**src/rtl/nibble_serial_addsub_seq.sv**
```systemverilog
// rtl/nibble_serial_addsub_seq.sv - nibble-serial wide add/subtract sequencer around a 4-bit slice
// Optional signed-overflow logic is compiled in when NIBBLE_SEQ_OVERFLOW_EN is defined.
module nibble_serial_addsub_seq #(
    parameter int NIBBLES = 4
) (
    input  logic                   clk_in,
    input  logic                   rst_n_in,
    input  logic                   start_in,
    input  logic [4*NIBBLES-1:0]   a_in,
    input  logic [4*NIBBLES-1:0]   b_in,
    input  logic                   control_in,
    output logic                   ready_out,
    output logic                   busy_out,
    output logic                   done_out,
    output logic [4*NIBBLES-1:0]   result_out,
    output logic                   carry_out,
    output logic                   overflow_out
);
    localparam int W  = 4 * NIBBLES;
    localparam int IW = $clog2(NIBBLES);
    localparam logic [IW-1:0] LAST_IDX = IW'(NIBBLES - 1);

    typedef enum logic [1:0] {IDLE, RUN, DONE} state_t;

    state_t        state;
    logic [W-1:0]  a_sh;
    logic [W-1:0]  b_sh;
    logic [W-1:0]  work;
    logic          ctl;
    logic          carry;
    logic [IW-1:0] idx;

    logic [3:0]    b_adj;
    logic [4:0]    slice_sum;
    logic [W-1:0]  next_work;

    // Operands shift right one nibble per cycle, so the slice always sees the current nibble
    // in bits [3:0]; the result nibble enters the work register at the top and settles LSB-first.
    always_comb begin
        b_adj     = b_sh[3:0] ^ {4{ctl}};
        slice_sum = {1'b0, a_sh[3:0]} + {1'b0, b_adj} + {4'b0, carry};
        next_work = {slice_sum[3:0], work[W-1:4]};
    end

    always_ff @(posedge clk_in or negedge rst_n_in) begin
        if (!rst_n_in) begin
            state        <= IDLE;
            ready_out    <= 1'b1;
            busy_out     <= 1'b0;
            done_out     <= 1'b0;
            result_out   <= '0;
            carry_out    <= 1'b0;
            overflow_out <= 1'b0;
            a_sh         <= '0;
            b_sh         <= '0;
            work         <= '0;
            ctl          <= 1'b0;
            carry        <= 1'b0;
            idx          <= '0;
        end else begin
            case (state)
                IDLE: begin
                    done_out <= 1'b0;
                    if (start_in) begin
                        a_sh      <= a_in;
                        b_sh      <= b_in;
                        ctl       <= control_in;
                        carry     <= control_in;
                        idx       <= '0;
                        work      <= '0;
                        state     <= RUN;
                        ready_out <= 1'b0;
                        busy_out  <= 1'b1;
                    end
                end
                RUN: begin
                    a_sh  <= a_sh >> 4;
                    b_sh  <= b_sh >> 4;
                    work  <= next_work;
                    carry <= slice_sum[4];
                    if (idx == LAST_IDX) begin
                        result_out <= next_work;
                        carry_out  <= slice_sum[4];
`ifdef NIBBLE_SEQ_OVERFLOW_EN
                        // carry into bit 3 of the MSB slice recovered from the sum bit
                        overflow_out <= slice_sum[4] ^ (a_sh[3] ^ b_adj[3] ^ slice_sum[3]);
`else
                        overflow_out <= 1'b0;
`endif
                        done_out   <= 1'b1;
                        state      <= DONE;
                    end else begin
                        idx <= idx + 1'b1;
                    end
                end
                DONE: begin
                    done_out  <= 1'b0;
                    ready_out <= 1'b1;
                    busy_out  <= 1'b0;
                    state     <= IDLE;
                end
                default: begin
                    state     <= IDLE;
                    ready_out <= 1'b1;
                    busy_out  <= 1'b0;
                    done_out  <= 1'b0;
                end
            endcase
        end
    end
endmodule
```
**config.mk**
```make
export PLATFORM = sky130hd
export DESIGN_NAME = nibble_serial_addsub_seq
export DESIGN_NICKNAME = d
export VERILOG_FILES = /design/src/rtl/nibble_serial_addsub_seq.sv
export SDC_FILE = /design/constraint.sdc
export NUM_CORES = 1
export LEC_CHECK = 0
export CORE_MARGIN = 4
export CORE_UTILIZATION = 47
export DETAILED_ROUTE_END_ITERATION = 16
export PLACE_DENSITY_LB_ADDON = 0.1
export SLEW_MARGIN = 20
export SYNTH_ARGS = -nofsm -noshare
export SYNTH_HDL_FRONTEND = slang
export SYNTH_SLANG_ARGS = --single-unit
```
**constraint.sdc**
```tcl
create_clock -name clk_in -period 1.8 [get_ports clk_in]
set_input_delay 0.36 -clock clk_in [delete_from_list [all_inputs] [get_ports clk_in]]
set_output_delay 0.36 -clock clk_in [all_outputs]
set_load 0.1 [all_outputs]
```
==> qor.csv, run 1 <==
stage;metric;value;unit
sta;final slew viol count;0;
synth;Synth Area per Inst;12.1;um2
global_route;first-pass GRT wire length;9220;um
global_route;pin count of the biggest net entering global routing;42;
clocking;cts bufs inserted;9;
sta;maximum clock rate;581;MHz
sta;Worst Slack Setup Final;80.1;ps
placement;pre-CTS WS;34.6;ps
die;Die Ht;88.5;um
critical_path;Bufs and invs on worst path;1;
route;Avg WL per Cell;13.9;um
clocking;CTS tree;built;
final_layout;Total Nets Final;351;
critical_path;Critical Path Stages;7;
sta;RSZ-0062 raised after global routing;yes;
clocking;post-CTS setup buffer count;0;
die;die width;88.5;um
route;drc violations;0;
die;Rows;29;
sta;Worst Skew;8.26;ps
global_route;Tot GR Track Use;15.5;%
final_layout;layout cells sized above 1;21.4;%
critical_path;CP Capture Type;register;
synth;#FFs+latches synth;70;
final_layout;Reg area;1750;um2
die;Top Ports;57;
clocking;CTS Buffer Depth;2;
placement;IO buf count;55;
final_layout;total area of multi-input combinational cells;1180;um2
critical_path;Worst setup SP type;register;
critical_path;Critical Path, Cell by Cell;buf_4 > xor2_1 > ha_1 > a21oi_1 > o21ai_1 > xnor2_1 > o21ai_0;
synth;Mapped Area;3050;um2
placement;Final GP Congestion;0.773;
critical_path;Worst Setup SP;ctl$_DFFE_PN0P_;
synth;synth warn;0;
route;Routed Antenna Nets;0;
sta;min cycle time layout;1720;ps
sta;final setup violating endpoints;0;
final_layout;commonest cells after routing, fill and taps aside;dfrtp_1 (69), nand2_1 (36), clkdlybuf4s50_1 (34);
global_route;vias in the first global route;1959;
die;starting density of the core;48.3;%
placement;Detailed Place HPWL;3750;um
critical_path;critical path arrival;1920;ps
run;# Max-Cap Violations;0;
sta;final hold vios;0;
critical_path;critical path type;reg2reg;
sta;Fin Setup TNS;0;ps
min_path;Hold Path Class;reg2reg;
critical_path;CP peak stage delay;400;ps
route;Detailed Route WL;5430;um
synth;largest cells by area after synthesis;dfrtp_1 (57%), mux2i_1 (7.9%), o21ai_0 (5.6%);
critical_path;r2r setup slk;80;ps
critical_path;critical path endpoint;result_out[15]$_DFFE_PN0P_;
route;initial DRC count;77;
clocking;CTS clk-pin slew, worst paths;80;ps
status;status;finished clean;
synth;largest area contributor in the synthesized netlist;dfrtp_1;
route;vias post-DR;1985;
critical_path;Max FO, Critical Path;4;
final_layout;fillers;530;
critical_path;CP max stage cell;dfrtp_1;
critical_path;Crit Reg-Reg Startpoint;ctl$_DFFE_PN0P_;
critical_path;Critical Path RT;2000;ps
final_layout;commonest non-fill, non-tap cell in the layout;dfrtp_1;
sta;period utilization;95.5;%
route;DR pass1 iterations;4;
synth;syn nets;293;
route;Vias/cell;5.09;
die;die area;7840;um2
final_layout;ant diodes;0;
synth;sequential share of the synthesized area;57.5;%
critical_path;cell family with most CP delay;flip-flops;
critical_path;Reg2Reg Depth;7;
clocking;H-tree depth;3;
synth;cell count after synthesis;251;
final_layout;fin area;4090;um2
global_route;initial antenna violation count;0;
synth;top cell type's share of synthesized area;56.6;%
global_route;remaining global-route overflow;0;
sta;WHS;480;ps
placement;Placement Cell Area;3900;um2
clocking;root buf cell;clkbuf_8;
clocking;clk sink count;70;
critical_path;R2R Path End;result_out[15]$_DFFE_PN0P_;
clocking;Worst-Skew Late Latency;330;ps
die;Placeable Area;6310;um2
synth;Yosys cell types;26;
final_layout;Area growth, synth to finish;34.1;%
[cells in the mapped netlist (all sizes together)]
library cell,count
dfrtp,69
nand2,37
o21ai,34
mux2i,24
a22o,19
mux2,14
buf,13
inv,8
nor2,5
a21oi,4
clkbuf,4
ha,4
xor2,4
a21o,2
fa,2
xnor2,2
conb,1
dfstp,1
nor2b,1
nor3,1
o21bai,1
o41ai,1
[worst min path at each step]
stage / from / to / slack, ps / cells after the start
floorplan: rst_n_in / a_sh[0]$_DFFE_PN0P_ / 60 / 0
global placement: rst_n_in / result_out[6]$_DFFE_PN0P_ / 330 / 1
detailed placement: rst_n_in / result_out[6]$_DFFE_PN0P_ / 340 / 1
CTS: a_sh[7]$_DFFE_PN0P_ / a_sh[7]$_DFFE_PN0P_ / 490 / 2
global route: a_sh[5]$_DFFE_PN0P_ / a_sh[5]$_DFFE_PN0P_ / 520 / 2
finish: b_sh[11]$_DFFE_PN0P_ / b_sh[11]$_DFFE_PN0P_ / 480 / 2
[final cells by class]
class                   instances  area share (%)
clock inverters                 6           0.979
flip-flops and latches         70            42.9
well taps                      77            2.36
repair buffers                 64            21.2
inverters                       8           0.734
multi-input cells             156            28.8
clock buffers                   9            3.03
[registers in the layout (all words and copies together) (netlist names), 2 cells and up]
signal,flops
idx,2
result_out,16
b_sh,16
a_sh,16
work,12
state,2
[layer usage]
layer / up-vias / share of wire (%) / track usage, %
li1: 981 / - / -
met1: 953 / 47 / 20.4
met2: 47 / 47 / 24.6
met3: 4 / 5.2 / 3.63
met4: 0 / 1.1 / 7.01
met5: - / 0 / 0
[tightest hold or removal path: stages, from the launching register on]
cell	delay, ps
dfrtp_1	340
nand2_1	50
o21ai_0	60
[what timing repair did]
action,in CTS,in global routing
hold buffers,1,0
endpoints found under the setup margin,0,6
resized for setup,0,6
hold endpoints to repair,31,0
[logic make-up (layout without fill, tap and decap cells)]
family | after synthesis | after routing | share of synthesized area, %
xor gates and xnor gates | 6 | 6 | 1.72
other | 1 | 1 | 0.123
muxes | 38 | 38 | 14.2
buffers and inverters | 25 | 87 | 4.68
DFF | 70 | 70 | 57.5
and+or+nand+nor | 44 | 44 | 6.03
AOI/OAI and AO/OA | 61 | 61 | 12.8
adders and majority gates | 6 | 6 | 2.95
[through the flow]
stage | instances | utilization (%)
6_report | 390 | 64.8
5_1_grt | 390 | 64.8
4_1_cts | 390 | 64.5
3_5_place_dp | 374 | 61.8
3_3_place_gp | 374 | 61.8
2_1_floorplan | 251 | -
Power of run 1 is left out: the tool's default activity adds up to more than one toggle a clock period on the data nets, which glitch-free logic cannot reach.
==> run 2: changes to the inputs <==
--- a/config.mk
+++ b/config.mk
@@ -5,7 +5,6 @@
 export SDC_FILE = /design/constraint.sdc
 export NUM_CORES = 1
 export LEC_CHECK = 0
-export CORE_MARGIN = 4
 export CORE_UTILIZATION = 47
 export DETAILED_ROUTE_END_ITERATION = 16
 export PLACE_DENSITY_LB_ADDON = 0.1
==> run 2 against run 1 <==
  * First-iteration DRC count down 16%
  * Sequential share of layout area down 0.72 points
  * Die area fell by 13%
  * Cell area is 1.7% higher
  * Sequential cell count did not move
  * Count of clock-buffer cells in the layout rose by 1
  * Final cell count increased by 0.51%
  * Fmax rose by 1.4%
  * Clock skew increased by 0.70 ps
  * Via count shrank 0.40%
==> qor.csv, run 2 (synthesis results as in run 1) <==
stage;metric;value;unit;change
final_layout;commonest non-fill, non-tap cell in the layout;dfrtp_1;;
die;starting density of the core;50.0;%;+1.7 points
critical_path;Max FO, Critical Path;2;;-2
sta;final slew viol count;0;;unchanged
die;Placeable Area;6100;um2;-3.4%
final_layout;total area of multi-input combinational cells;1180;um2;+0.32%
route;Vias/cell;5.04;;-0.91%
critical_path;CP max stage cell;dfrtp_1;;
final_layout;commonest cells after routing, fill and taps aside;dfrtp_1 (69), nand2_1 (36), clkdlybuf4s50_1 (34);;
final_layout;Area growth, synth to finish;36.4;%;
final_layout;Total Nets Final;354;;+0.85%
critical_path;R2R Path End;carry$_DFFE_PN0P_;;
sta;Worst Slack Setup Final;104;ps;+24.0 ps
route;vias post-DR;1977;;-0.40%
run;# Max-Cap Violations;0;;unchanged
sta;final setup violating endpoints;0;;unchanged
placement;pre-CTS WS;25.5;ps;-9.05 ps
sta;maximum clock rate;590;MHz;+1.4%
die;Die Ht;82.5;um;-6.8%
global_route;initial antenna violation count;0;;unchanged
final_layout;Reg area;1750;um2;unchanged
sta;final hold vios;0;;unchanged
route;drc violations;0;;unchanged
global_route;vias in the first global route;1950;;-0.46%
min_path;Hold Path Class;in2async;;
clocking;cts bufs inserted;9;;unchanged
critical_path;r2r setup slk;100;ps;+20 ps
route;initial DRC count;65;;-16%
global_route;remaining global-route overflow;0;;unchanged
clocking;clk sink count;70;;unchanged
clocking;CTS tree;built;;
global_route;pin count of the biggest net entering global routing;43;;+2.4%
global_route;Tot GR Track Use;18.4;%;+2.9 points
placement;IO buf count;55;;unchanged
critical_path;Critical Path RT;2070;ps;+70 ps
die;Top Ports;57;;unchanged
placement;Final GP Congestion;0.787;;+1.8%
route;Detailed Route WL;5330;um;-1.9%
sta;period utilization;94.2;%;-1.3 points
route;Routed Antenna Nets;0;;unchanged
placement;Detailed Place HPWL;3710;um;-0.89%
critical_path;CP Capture Type;register;;
critical_path;Worst Setup SP;ctl$_DFFE_PN0P_;;
global_route;first-pass GRT wire length;9180;um;-0.38%
critical_path;critical path endpoint;carry$_DFFE_PN0P_;;
critical_path;Worst setup SP type;register;;
die;Rows;28;;-3.4%
critical_path;Crit Reg-Reg Startpoint;ctl$_DFFE_PN0P_;;
clocking;CTS Buffer Depth;2;;unchanged
clocking;CTS clk-pin slew, worst paths;80;ps;about the same
route;Avg WL per Cell;13.6;um;-2.4%
critical_path;Critical Path, Cell by Cell;xnor2_1 > fa_2 > fa_2 > inv_1 > a21o_1 > a21oi_1 > a21oi_1;;
status;status;finished clean;;
final_layout;fillers;478;;-9.8%
final_layout;layout cells sized above 1;22.4;%;+0.99 points
sta;min cycle time layout;1700;ps;-24.0 ps
clocking;Worst-Skew Late Latency;340;ps;about the same
die;die width;82.5;um;-6.8%
clocking;root buf cell;clkbuf_8;;
sta;Worst Skew;8.96;ps;+0.704 ps
clocking;H-tree depth;3;;unchanged
die;die area;6810;um2;-13%
critical_path;CP peak stage delay;390;ps;about the same
final_layout;ant diodes;0;;unchanged
route;DR pass1 iterations;4;;unchanged
critical_path;critical path type;reg2reg;;
critical_path;critical path arrival;1960;ps;+40 ps
final_layout;Top Registers;a_sh (16), b_sh (16), result_out (16);;
critical_path;Reg2Reg Depth;7;;unchanged
-- run 2: worst min-delay path by stage --
stage	slack (ps)	end	startpoint
2_1_floorplan	60	a_sh[0]$_DFFE_PN0P_	rst_n_in
3_3_place_gp	310	result_out[6]$_DFFE_PN0P_	rst_n_in
3_5_place_dp	310	result_out[6]$_DFFE_PN0P_	rst_n_in
4_1_cts	490	result_out[6]$_DFFE_PN0P_	rst_n_in
5_1_grt	520	work[10]$_DFFE_PN0P_	rst_n_in
6_report	480	result_out[6]$_DFFE_PN0P_	rst_n_in
-- run 2: repair_timing --
item	CTS	global route
gates resized for setup	0	8
setup buffers	0	1
setup endpoints to repair	0	5
hold endpoints to repair	28	0
hold buffers	1	0
-- run 2: routing by layer --
| layer | share of wire, % | GRT usage [%] | vias up |
|---|---|---|---|
| li1 | - | - | 992 |
| met1 | 48 | 23.8 | 932 |
| met2 | 46 | 28.6 | 44 |
| met3 | 4.4 | 5.05 | 9 |
| met4 | 1.9 | 8.79 | 0 |
| met5 | 0 | 0 | - |
-- run 2: worst max-delay path, delay by kind of cell, from the launching register on --
family,cells,cell delay [ps]
buffers and inverters,1,60
xor gates and xnor gates,1,140
DFF,1,390
adders and majority gates,2,730
AOI/OAI and AO/OA,3,310
-- run 2: metrics by stage --
stage / utilization (%) / std cells / TNS [ps] / cell area, um2 / hold WS, ps
2_1_floorplan: - / 251 / 0 / 3050 / 64.4
3_3_place_gp: 64.0 / 374 / 0 / 3900 / 308
3_5_place_dp: 64.0 / 374 / 0 / 3900 / 310
4_1_cts: 67.8 / 391 / 0 / 4130 / 486
5_1_grt: 68.2 / 392 / -7.79 / 4160 / 516
6_report: 68.2 / 392 / 0 / 4160 / 482
-- run 2: final cells by class --
class                      instances  share of cell area (%)
clock buffer                      10                    3.31
clock inverter                     6                    2.05
inverter                           8                   0.722
multi-input combinational        156                    28.4
sequential                        70                    42.1
tap                               75                    2.26
timing repair buffer              67                    21.1
Power of run 2 is left out for the same reason.
